### src/rtl/digitallock_wait_timer.sv
// Loadable saturating wait counter; expire is high once the count has reached MAX_COUNT.
module digitallock_wait_timer #(
  parameter int unsigned MAX_COUNT = 255,
  parameter int unsigned CNT_W     = $clog2(MAX_COUNT + 1)
) (
  input  logic             clock,
  input  logic             reset,
  input  logic             load,
  input  logic [CNT_W-1:0] load_val,
  input  logic             inc,
  output logic             expire
);

  localparam logic [CNT_W-1:0] MAX_VAL = CNT_W'(MAX_COUNT);

  logic [CNT_W-1:0] count;

  function automatic logic [CNT_W-1:0] sat_inc(input logic [CNT_W-1:0] v);
    if (v >= MAX_VAL) return MAX_VAL;
    return v + 1'b1;
  endfunction

  always_ff @(posedge clock or posedge reset) begin
    if (reset) begin
      count <= '0;
    end else if (load) begin
      count <= load_val;
    end else if (inc) begin
      count <= sat_inc(count);
    end
  end

  assign expire = (count >= MAX_VAL);

endmodule

### config.mk
export PLATFORM = sky130hd
export DESIGN_NAME = digitallock_wait_timer
export DESIGN_NICKNAME = d
export VERILOG_FILES = /design/src/rtl/digitallock_wait_timer.sv
export SDC_FILE = /design/constraint.sdc
export NUM_CORES = 1
export LEC_CHECK = 0
export BUFFER_PORTS_ARGS = -buffer_cell sky130_fd_sc_hd__buf_2
export CELL_PAD_IN_SITES_DETAIL_PLACEMENT = 0
export CELL_PAD_IN_SITES_GLOBAL_PLACEMENT = 1
export CORE_MARGIN = 10
export CORE_UTILIZATION = 38
export CTS_CLUSTER_SIZE = 14
export DETAILED_ROUTE_END_ITERATION = 8
export PLACE_DENSITY_LB_ADDON = 0.3
export SLEW_MARGIN = 25
export SYNTH_ARGS = -nofsm -noshare
export SYNTH_HDL_FRONTEND = slang
export SYNTH_SLANG_ARGS = --single-unit
### constraint.sdc
create_clock -name clock -period 2 [get_ports clock]
set_input_delay 0.1 -clock clock [delete_from_list [all_inputs] [get_ports clock]]
set_output_delay 0.1 -clock clock [all_outputs]
set_load 0.02 [all_outputs]
==> run_results.csv <==
group,metric,value,unit
status,outcome,"complete, no violations",
routing,drcViolationCount,0,
timing,worst_pin_slew,0.341,ns
cells_and_area,n_antenna_cell,0,
floorplanning,die_w,58.6,um
timing,period_needed,1.67,ns
yosys,yosysSeqAreaShare,0.354,
cells_and_area,finalNonFillerCells,84,
placement,port_buffers,12,
yosys,ys.warnings.count,0,
clock_tree,cts_made_buffers,3,
clock_tree,postCtsSetupRepairBufs,0,
routing,antenna_left,0,
routing,drtIter0Drc,13,
cells_and_area,regMostFlops,"count",
power_and_ir_drop,powerDensity,654,nW/um^2
clock_tree,path_clk_slew,0.06,ns
clock_tree,ctsHtreeMaxLevel,1,
floorplanning,start_util,0.419,
placement,gp_congestion,0.801,
timing,slew_violations,0,
yosys,yosys.cell_types.count,28,
clock_tree,insertion_delay,0.26,ns
global_route,antenna_found_initial,0,
routing,vias_per_cell,5.88,
cells_and_area,fill_cells,138,
cells_and_area,regArea,200,um^2
timing,tns,0,ns
floorplanning,pin_count,13,
routing,drt_wl_total,1.29,mm
routing,firstDrtPassIters,4,
timing,timing.fmax,599,MHz
global_route,grtUsageTotal,0.0852,
placement,place_ws,0.489,ns
global_route,grt_overflow_total,0,
flow_run,drv_cap,0,
global_route,grt_pass1_wl,2.29,mm
timing,setup_viol,0,
placement,dp_hpwl,955,um
timing,final_hold_viol_count,0,
clock_tree,cts.path.max_buffers,2,
min_path,hold_path.class,"in2reg",
timing,min_period_over_period,0.835,
worst_setup_path,cp-end-kind,"primary output",
clock_tree,tritoncts,"yes",
placement,dpl.cell_count,80,
routing,wl_per_cell,15.3,um
global_route,grt_pass1_vias,494,
cells_and_area,largestRegisters,"count x8",
floorplanning,core-area,1350,um^2
global_route,grt_max_degree,18,
routing,num_vias,494,
timing,slew_headroom,0.772,
timing,fin_ws,0.330,ns
yosys,synth-seq-cells,8,
worst_setup_path,worstPathRequired,1.90,ns
clock_tree,cts.sinks,8,
floorplanning,die_area,3430,um^2
yosys,syn-num-nets,72,
cells_and_area,largest_register_ff_count,8,
power_and_ir_drop,peakVddDrop,0.427,mV
yosys,syn_area,566,um^2
power_and_ir_drop,p_leak,0.274,nW
floorplanning,die_y,58.6,um
floorplanning,rows,13,
yosys,avgSynthCellArea,9.59,um^2
worst_setup_path,crit_path_max_fanout,8,
cells_and_area,num-nets-final,84,
clock_tree,root_buffer,"clkbuf_4",
worst_setup_path,critPathKind,"reg2out",
cells_and_area,layout-drive-gt1-share,0.304,
yosys,synthCells,59,
cells_and_area,syn_to_final_growth,10.8,%
timing,skew,0.00138,ns
cells_and_area,multi_input_area,304,um^2
worst_setup_path,cp-start-kind,"flip-flop",
timing,rsz0062_at_grt,"no",
worst_setup_path,arrival,1.57,ns
worst_setup_path,ff2ff_setup_slack,0.48,ns
## report_power, final
part           internal [W]  switching [W]   total, W
Clock             0.0000693      0.0000635   0.000133
Sequential         0.000178      0.0000218   0.000200
Combinational     0.0000366      0.0000406  0.0000772
## synthesized netlist by cell type, drive strengths merged
library cell	instances	area share
ha	1	0.022
buf	5	0.082
o31ai	7	0.12
nand2	9	0.060
nand4b	1	0.015
and3	1	0.020
a31oi	3	0.033
inv	3	0.020
and4b	1	0.018
nor4b	1	0.015
nor2	3	0.020
clkbuf	1	0.0066
nand3	2	0.018
a21oi	2	0.018
a311oi	3	0.069
dfrtp	8	0.35
o21ba	1	0.018
a41oi	1	0.015
o21ai	1	0.0088
and4	2	0.031
and2	1	0.011
o31a	1	0.015
nand4	1	0.011
## worst paths after layout
kind / from / endpoint / cells after the start
setup / recovery: count[0]$_DFFE_PP0P_ / expire / 4
hold / removal: load_val[6] / count[6]$_DFFE_PP0P_ / 3
setup reg to reg: count[0]$_DFFE_PP0P_ / count[4]$_DFFE_PP0P_ / 4
hold reg to reg: count[5]$_DFFE_PP0P_ / count[5]$_DFFE_PP0P_ / 2
max in group asynchronous: reset / count[2]$_DFFE_PP0P_ / 3
min in group asynchronous: reset / count[3]$_DFFE_PP0P_ / 3
## per-layer routing
layer	wire (um)	GRT usage
met1	579	0.106
met2	599	0.118
met3	80	0.0365
met4	27	0.0492
met5	0	0
## final cells by class
type / instances / area share
Multi-Input combinational cell: 42 / 0.485
Inverter: 3 / 0.0180
Sequential cell: 8 / 0.319
Tap cell: 15 / 0.0299
Clock buffer: 3 / 0.0359
Timing Repair Buffer: 13 / 0.112
## layout by cell type (no fill, tap or decap), drive strengths merged, types with 2 or more instances in the layout
master / instances
clkbuf: 3
o31ai: 7
inv: 3
nand2: 9
dfrtp: 8
a311oi: 3
a21oi: 2
buf: 12
nand3: 2
a31oi: 3
nor2: 3
and4: 2
## cell families after synthesis
group	synth area share
flops	0.354
simple gates	0.219
compound gates	0.296
fa+ha+maj	0.0221
buf+inv	0.108
## what timing repair did
item	4_1_cts	5_1_grt
hold buffers	1	0
hold endpoints to repair	8	0
resized for setup	0	0
## per-stage QoR
step | area (um^2) | hold slack (ns) | util | total power (W)
3_5_place_dp | 594 | 0.0731 | 0.440 | 0.000278
6_report | 627 | 0.0368 | 0.464 | 0.000410
3_3_place_gp | 594 | 0.0694 | 0.440 | 0.000279
5_1_grt | 627 | 0.0524 | 0.464 | 0.000442
2_1_floorplan | 566 | -0.0843 | - | 0.000265
4_1_cts | 627 | 0.0328 | 0.464 | 0.000416
## critical path, stage by stage (launching register included)
cell     delay, ns
dfrtp_1       0.40
ha_1          0.22
and2_1        0.31
and3_4        0.23
buf_2         0.16
(Power assumes the default switching activity.)
